<file path="src/rtl/ballot_box_pkg.sv">
// Shared types and sizing helpers for the ballot collector.
// The sizing helpers let modules derive widths from their own N/M parameters.
package ballot_box_pkg;

  typedef enum logic {
    COLLECT = 1'b0,
    PRESENT = 1'b1
  } state_t;

  localparam int DEF_N      = 2;
  localparam int DEF_M      = 2;
  localparam int NUM_VOTERS = 2 ** DEF_M;
  localparam int VOTE_W     = NUM_VOTERS * DEF_N;

  function automatic int num_voters(input int m);
    return 2 ** m;
  endfunction

  function automatic int vote_width(input int n, input int m);
    return (2 ** m) * n;
  endfunction

endpackage

</file>
<file path="src/rtl/decoder.sv">
// Binary-to-one-hot decoder: out has exactly the bit selected by in set.
module decoder #(
  parameter int N = 2
) (
  input  logic [N-1:0]      in,
  output logic [(2**N)-1:0] out
);

  always_comb begin
    // NOTE: assigning a default before the indexed write keeps every bit driven on every path, so no latch is inferred.
    out     = '0;
    out[in] = 1'b1;
  end

endmodule

</file>
<file path="src/rtl/ballot_box.sv">
// Collects one ballot per voter over valid/ready, rejects repeats, and presents
// the packed ballot set to the tally side until it is acknowledged.
module ballot_box
  import ballot_box_pkg::*;
#(
  parameter int N = DEF_N,
  parameter int M = DEF_M
) (
  input  logic                    clk,
  input  logic                    rst_n,
  input  logic                    in_valid,
  input  logic [M-1:0]            in_voter,
  input  logic [N-1:0]            in_vote,
  output logic                    in_ready,
  output logic                    dup_err,
  output logic [M:0]              voted_cnt,
  output logic [vote_width(N,M)-1:0] vote,
  output logic                    vote_valid,
  input  logic                    vote_ack
);

  localparam int         NV       = num_voters(M);
  localparam logic [M:0] LAST_CNT = (M+1)'(NV - 1);

  state_t          state;
  logic [NV-1:0]   voted_mask;
  logic [NV-1:0]   voter_sel;
  logic            accept;
  logic            is_dup;
  logic            fresh;

  decoder #(.N(M)) u_voter_dec (
    .in  (in_voter),
    .out (voter_sel)
  );

  // Handshake outputs are pure decodes of the state flop, never of inputs.
  assign in_ready   = (state == COLLECT);
  assign vote_valid = (state == PRESENT);

  assign accept = in_valid & in_ready;
  assign is_dup = |(voted_mask & voter_sel);
  assign fresh  = accept & ~is_dup;

  always_ff @(posedge clk or negedge rst_n) begin
    if (!rst_n) begin
      state <= COLLECT;
    end else begin
      // NOTE: sequential state uses non-blocking assignments so every flop samples pre-edge values.
      case (state)
        COLLECT: if (fresh && voted_cnt == LAST_CNT) state <= PRESENT;
        PRESENT: if (vote_ack) state <= COLLECT;
        default: state <= COLLECT;
      endcase
    end
  end

  always_ff @(posedge clk or negedge rst_n) begin
    if (!rst_n) begin
      // NOTE: ballot slots are reset because unwritten slots must read as zero; this is a flop array, not a RAM.
      voted_mask <= '0;
      voted_cnt  <= '0;
      vote       <= '0;
    end else if (state == PRESENT) begin
      if (vote_ack) begin
        voted_mask <= '0;
        voted_cnt  <= '0;
        vote       <= '0;
      end
    end else if (fresh) begin
      voted_mask <= voted_mask | voter_sel;
      voted_cnt  <= voted_cnt + (M+1)'(1);
      for (int i = 0; i < NV; i++) begin
        if (voter_sel[i]) vote[i*N +: N] <= in_vote;
      end
    end
  end

  always_ff @(posedge clk or negedge rst_n) begin
    if (!rst_n) dup_err <= 1'b0;
    else        dup_err <= accept & is_dup;
  end

endmodule
</file>
<file path="config.mk">
export PLATFORM = sky130hd
export DESIGN_NAME = ballot_box
export DESIGN_NICKNAME = d
export VERILOG_FILES = /design/src/rtl/ballot_box_pkg.sv /design/src/rtl/decoder.sv /design/src/rtl/ballot_box.sv
export SDC_FILE = /design/constraint.sdc
export NUM_CORES = 1
export LEC_CHECK = 0
export CAP_MARGIN = 20
export CORE_MARGIN = 2
export CORE_UTILIZATION = 50
export DETAILED_ROUTE_END_ITERATION = 10
export DONT_BUFFER_PORTS = 1
export PLACE_DENSITY = 0.73
export SYNTH_ARGS = -nofsm -noshare
export SYNTH_HDL_FRONTEND = slang
export SYNTH_HIERARCHICAL = 1
export SYNTH_SLANG_ARGS = --single-unit
</file>
<file path="constraint.sdc">
create_clock -name clk -period 1.85 [get_ports clk]
set_input_delay 0.185 -clock clk [delete_from_list [all_inputs] [get_ports clk]]
set_output_delay 0.185 -clock clk [all_outputs]
set_load 0.01 [all_outputs]
</file>
==> summary.txt, run 1 <==
Critical path
  • Worst r2r src: voted_mask[1]
  • Crit-path max cell delay: 0.51 ns
  • Crit. End Element: flip-flop
  • Critical path's slowest cell: or3_1
  • Critical path peak fanout: 11
  • FF-to-FF path depth: 3
  • Crit path DAT: 1.71 ns
  • R2r setup slk: 0.30 ns
  • Worst r2r dst: voted_cnt[1]
  • CP cell instances: a22o_1 -> or3_1 -> mux2i_1
  • CP Launch Type: flip-flop
  • Crit Path Category: reg -> reg
  • WP data required: 2.01 ns

Detailed routing
  • Iteration-0 DRC Markers: 17
  • Total vias in the final route: between 700 and 800
  • Final WL: 2060 um
  • WL/cell: 16.3 um
  • Post-DRT Antenna Nets: 0
  • Routed vias/inst: 6.04
  • Drt pass-1 iters: 4
  • DRC Markers: 0

Timing
  • Final Hold Viols: 0
  • Setup WS post-layout: 0.303 ns
  • Relative slew slack: 46.8%
  • Fmax: 646 MHz
  • Tmin final: 1.55 ns
  • Least-Margin Pin Slew: slightly below 0.8 ns
  • Clk_skew: 0.00617 ns
  • Final Cycle Share: 83.6%
  • Final setup viols: 0
  • RSZ-0062 raised after global routing: no
  • Total negative slack: 0 ns
  • Fin. max-slew vios: 0

Clock tree
  • Worst skew pair latency: 0.27 ns
  • Clock tree root driver cell: clkbuf_4
  • CTS Buf Count: 3
  • # H-tree levels: 1
  • Clk sinks: 17
  • Clock buffer depth: 2
  • Number of gates resized after CTS: 0
  • CTS tree: yes
  • Clk slew on worst S/H paths: 0.09 ns

Synthesis
  • Number of synthesized flops with an enable pin: 0
  • Post-synthesis sequential area ratio: a little over two fifths
  • Commonest cells post-synth: 17 x dfrtp_1, 16 x nor2b_1, 9 x nand2_1
  • Net count after synthesis: between 100 and 150
  • Mean post-synth cell area: about 10 um2
  • Area share of the largest cell type after synthesis: 43.8%
  • Cells after Synth: 100
  • Count leader, synth: dfrtp_1
  • Yosys warns: 6
  • Top post-synthesis cells by area: dfrtp_1 44%, nor2b_1 10%, o32ai_1 6.3%, nand2_1 3.5%, inv_1 3.1%
  • Number of synthesized register bits: 17
  • Cell variety after synth: 32
  • Yosys top cell by area: dfrtp_1
  • Main flop type after synthesis: dfrtp_1
  • Post-synthesis instance area: just under 1000 um2
  • Synth async-reset ratio: 100%

Global route
  • Pin count of the biggest net entering global routing: 18
  • GRT Util Overall: between 10% and 20%
  • Grt ovf: 0
  • Vias in the first global route: roughly 670
  • First-pass GRT wire length: 3020 um
  • Initial antenna violation count: 0

Power and ir drop
  • Lkg Pwr: 0.432 nW
  • Total Power: 0.00148 W
  • PD cells: about 1400 nW/um2
  • Maximum VDD drop: 0.000877 V

Placement
  • Routability Congestion: 0.806
  • Place WS: 0.330 ns
  • Port Buffers: 0
  • DP HPWL: 1500 um

Run
  • Max-cap viol count: 0

Cells and area
  • Area grow syn2layout: 5.93%
  • # diodes: 0
  • Fin nets: 113
  • Number of fill cells: 161
  • Layout cells sized above 1: 10.8%

Floorplan
  • Chip height: 48.1 um
  • Die X: 48.1 um
  • Die area: between 2000 and 2500 um2
  • I/O pins: 22
  • FP Rows: 15
  • Initial core utilization: 54.5%
  • Total core area: about 1800 um2

Hold path
  • Hold endpoint: vote[6]
  • Worst hold stages: 1
  • Hold crit path type: in -> reg
  • Worst hold start: in_vote[0]

Status
  • Status: completed
[kinds of logic (layout without fill, tap and decap cells)]
group | Yosys count | after routing | share of synthesized area [%]
buffers and inverters | 13 | 15 | 5.93
AOI/OAI and AO/OA | 26 | 26 | 20.5
and+or+nand+nor | 40 | 40 | 25.1
adders and majority gates | 2 | 2 | 2.58
muxes | 2 | 2 | 2.06
DFF | 17 | 17 | 43.8
[power breakdown]
part / leakage [nW] / internal, W / switching (W)
Clock: 0.0150 / 0.0000834 / 0.000103
Combinational: 0.223 / 0.000278 / 0.000266
Sequential: 0.194 / 0.000537 / 0.000214
Total: 0.432 / 0.000899 / 0.000583
[layout by cell type, fill, tap and decap left out, types with 3 or more instances in the layout]
master    Yosys  layout
clkbuf_4      0       3
o32ai_1       7       7
o21ai_1       5       5
inv_1         8       8
nand2_1       9       9
dfrtp_1      17      17
nor2b_1      16      16
nand3b_1      3       3
[metrics by stage]
step / cells / instance area (um2) / hold slack (ns) / util, %
2_1_floorplan: 100 / 971 / -0.111 / -
3_3_place_gp: 121 / 982 / -0.110 / 55.1
3_5_place_dp: 121 / 982 / -0.110 / 55.1
4_1_cts: 126 / 1020 / 0.000286 / 57.1
5_1_grt: 127 / 1030 / 0.0216 / 57.7
6_report: 127 / 1030 / 0.0374 / 57.7
[worst max-delay path, delay by kind of cell, from the launching register on]
family	cells	cell delay, ns
and+or+nand+nor	1	0.51
DFF	1	0.41
AOI/OAI and AO/OA	1	0.37
muxes	1	0.15
[final cells by class]
cell class,count,area (um2),share of cell area (%)
Multi-Input combinational cell,70,488,47.4
Tap cell,25,31.3,3.04
Sequential cell,17,425,41.4
Inverter,8,30.0,2.92
Clock buffer,4,26.3,2.55
Timing Repair Buffer,3,27.5,2.68
[worst max path at each step]
stage | depth (start not counted) | slack [ns] | from | end
after floorplan | 5 | 0.51 | in_voter[1] | vote[2]
after global routing | 3 | 0.21 | vote_valid | vote[5]
after CTS | 3 | 0.31 | voted_mask[1] | voted_cnt[1]
final | 3 | 0.30 | voted_mask[1] | voted_cnt[1]
after detailed placement | 3 | 0.33 | voted_mask[2] | voted_cnt[1]
after global placement | 4 | 0.37 | in_voter[1] | voted_cnt[1]
[per-layer routing]
| metal | track usage, % | routed length [um] |
|---|---|---|
| met1 | 26.6 | 953 |
| met2 | 29.3 | 931 |
| met4 | 8.11 | 22 |
| met3 | 3.40 | 156 |
| met5 | 0 | 0 |
[flip-flops by register name, indices dropped and copies added (netlist names)]
register	count
voted_mask	4
vote	8
vote_valid	1
voted_cnt	3
dup_err	1
[what timing repair did]
action | in CTS | in global routing
hold endpoints to repair | 17 | 1
setup buffers | 0 | 0
hold buffers | 1 | 1
Note: power is estimated with default switching activity, not from simulation.
==> run 2, diff against run 1 <==
Settings changed: PLACE_DENSITY 0.73 to 0.76.
Clock period 1.85 ns to 1.2 ns, I/O delays scaled along.
==> summary.txt, run 2 (synthesis gave the netlist of run 1 again) <==
Cells and area
  • Register with the most flip-flops: vote (unchanged)
  • Most frequent cells in the layout: 22 x buf_4, 16 x nor2b_1, 16 x dfrtp_1, 12 x buf_6, 9 x nand2_1 (was 17 x dfrtp_1, 16 x nor2b_1, 9 x nand2_1, 8 x inv_1, 7 x o32ai_1)
  • Max reg flops: 8 (unchanged)
  • Layout cells sized above 1: 48.9% (was 10.8%)
  • Area grow syn2layout: 59.8% (was 5.93%)
  • Top Registers: vote: 8 flops, voted_mask: 4 flops, voted_cnt: 3 flops (unchanged)
  • Fin nets: 150 (was 113)
  • Multi-input gate area: 681 um2 (was 488 um2)
  • Number of fill cells: 75 (was 161)
  • Register Area: 427 um2 (was 425 um2)
  • # diodes: 0 (unchanged)
  • Most common cell after layout, fill and taps aside: buf_4 (was dfrtp_1)

Clock tree
  • Worst skew pair latency: 0.30 ns (was 0.27 ns)
  • CTS tree: yes (unchanged)
  • Clock tree root driver cell: clkbuf_4 (unchanged)
  • CTS Buf Count: 3 (unchanged)
  • Clock buffer depth: 2 (unchanged)
  • # H-tree levels: 1 (unchanged)
  • Clk sinks: 17 (unchanged)
  • Clk slew on worst S/H paths: 0.11 ns (was 0.09 ns)

Hold path
  • Hold crit path type: in -> reg (unchanged)

Placement
  • Port Buffers: 0 (unchanged)
  • Routability Congestion: 0.822 (was 0.806)
  • DP HPWL: 1700 um (was 1500 um)

Timing
  • RSZ-0062 raised after global routing: yes (was no)
  • Fmax: 691 MHz (was 646 MHz)
  • Clk_skew: 0.00940 ns (was 0.00617 ns)
  • Final Cycle Share: 121% (was 83.6%)
  • Final Hold Viols: 0 (unchanged)
  • WHS: 0.0404 ns (was 0.0374 ns)
  • Relative slew slack: 47.7% (was 46.8%)
  • Tmin final: 1.45 ns (was 1.55 ns)
  • Least-Margin Pin Slew: 0.783 ns (was 0.796 ns)
  • Setup WS post-layout: -0.247 ns (was 0.303 ns)
  • Final setup viols: 17 (was 0)
  • Fin. max-slew vios: 0 (unchanged)

Detailed routing
  • DRC Markers: 0 (unchanged)
  • Drt pass-1 iters: 4 (unchanged)
  • Iteration-0 DRC Markers: 84 (was 17)
  • Final WL: 3920 um (was 2060 um)
  • Routed vias/inst: 6.60 (was 6.04)
  • WL/cell: 23.9 um (was 16.3 um)
  • Total vias in the final route: 1082 (was 767)
  • Post-DRT Antenna Nets: 0 (unchanged)

Critical path
  • CP cell instances: a22o_4 -> or3_4 -> mux2i_1 (was a22o_1 -> or3_1 -> mux2i_1)
  • Crit Path Category: reg -> reg (unchanged)
  • CP Launch Type: flip-flop (unchanged)
  • Crit. End Element: flip-flop (unchanged)
  • Critical path peak fanout: 8 (was 11)
  • Critical path's slowest cell: dfrtp_1 (was or3_1)
  • Crit path DAT: 1.67 ns (was 1.71 ns)
  • Crit-path max cell delay: 0.43 ns (was 0.51 ns)
  • WP data required: 1.42 ns (was 2.01 ns)

Floorplan
  • Total core area: 1780 um2 (unchanged)
  • I/O pins: 22 (unchanged)
  • FP Rows: 15 (unchanged)
  • Die X: 48.1 um (unchanged)
  • Initial core utilization: 54.5% (unchanged)
  • Chip height: 48.1 um (unchanged)
  • Die area: 2310 um2 (unchanged)

Power and ir drop
  • PD cells: 2280 nW/um2 (was 1440 nW/um2)
  • Maximum VDD drop: 0.00146 V (was 0.000877 V)
  • Lkg Pwr: 0.672 nW (was 0.432 nW)
  • Total Power: 0.00353 W (was 0.00148 W)

Global route
  • First-pass GRT wire length: 4330 um (was 3020 um)
  • Pin count of the biggest net entering global routing: 18 (unchanged)
  • Vias in the first global route: 937 (was 674)
  • Grt ovf: 0 (unchanged)
  • Initial antenna violation count: 0 (unchanged)
  • GRT Util Overall: 28.3% (was 19.1%)

Status
  • Failing checks: setup timing
  • Status: complete, but fails checks (was completed)

Run
  • Max-cap viol count: 0 (unchanged)
run 2: cell types whose count changed in the layout (fill, tap and decap cells not counted), moves of 3 or more:
cell / delta
o21ai_2: +4
o32ai_4: +4
o32ai_1: -6
dlygate4sd3_1: +3
buf_4: +21
buf_6: +12
a22o_4: +3
o21ai_1: -4
run 2: metal layers:
metal  routed length [um]  share of wire [%]  track usage, %
met4                   91                2.3            10.3
met2                 1850                 47            45.1
met5                    0                  0               0
met1                 1500                 38            35.6
met3                  481                 12            9.43
run 2: layout make-up:
class / count / area share [%]
Sequential cell: 17 / 27.5
Timing Repair Buffer: 39 / 22.6
Clock inverter: 1 / 0.323
Tap cell: 25 / 2.02
Multi-Input combinational cell: 71 / 43.9
Clock buffer: 3 / 1.45
Inverter: 8 / 2.26
run 2: through the flow:
step | utilization, % | cells | worst slack, ns | area, um2 | setup TNS (ns)
floorplan | - | 100 | -0.113 | 980 | -1.04
global placement | 65.3 | 145 | -0.216 | 1160 | -2.07
detailed placement | 65.3 | 145 | -0.249 | 1160 | -2.43
CTS | 77.7 | 156 | -0.172 | 1390 | -1.86
global route | 87.0 | 164 | -0.280 | 1550 | -3.39
finish | 87.0 | 164 | -0.247 | 1550 | -2.91
run 2: path summary, 6_finish.rpt:
check                               from            to  slack [ns]  cells after the start
setup reg to reg           voted_mask[2]  voted_cnt[1]       -0.25                      3
hold / removal                in_vote[1]       vote[1]        0.04                      2
min in group asynchronous          rst_n       vote[0]        0.33                      1
max in group asynchronous          rst_n    vote_valid        0.34                      1
hold reg to reg             voted_cnt[0]  voted_cnt[0]        0.61                      2
setup / recovery           voted_mask[2]  voted_cnt[1]       -0.25                      3
run 2: worst max-delay path, delay by kind of cell (launching register included):
kind,cells,cell delay [ns]
mux,1,0.20
flops,1,0.43
compound gates,1,0.32
simple gates,1,0.42
run 2: repair_timing:
action,CTS,global route
setup endpoints to repair,16,18
gates resized for setup,28,18
endpoints found under the hold margin,21,1
cloned,1,0
hold buffers,4,1
setup buffers,2,7
pin swaps,10,9
run 2: where the power goes:
part           total (W)  switching (W)  internal [W]  leakage (nW)
clock network   0.000317       0.000192      0.000124        0.0177
registers        0.00119       0.000360      0.000829         0.193
logic            0.00203       0.000959       0.00107         0.462
total            0.00353        0.00151       0.00202         0.672
==> run 3, diff against run 2 <==
Settings changed: CTS_CLUSTER_DIAMETER from default to 100.
==> results of run 3 <==
Same layout as run 2: the final DEF is identical, and so are final timing and power.
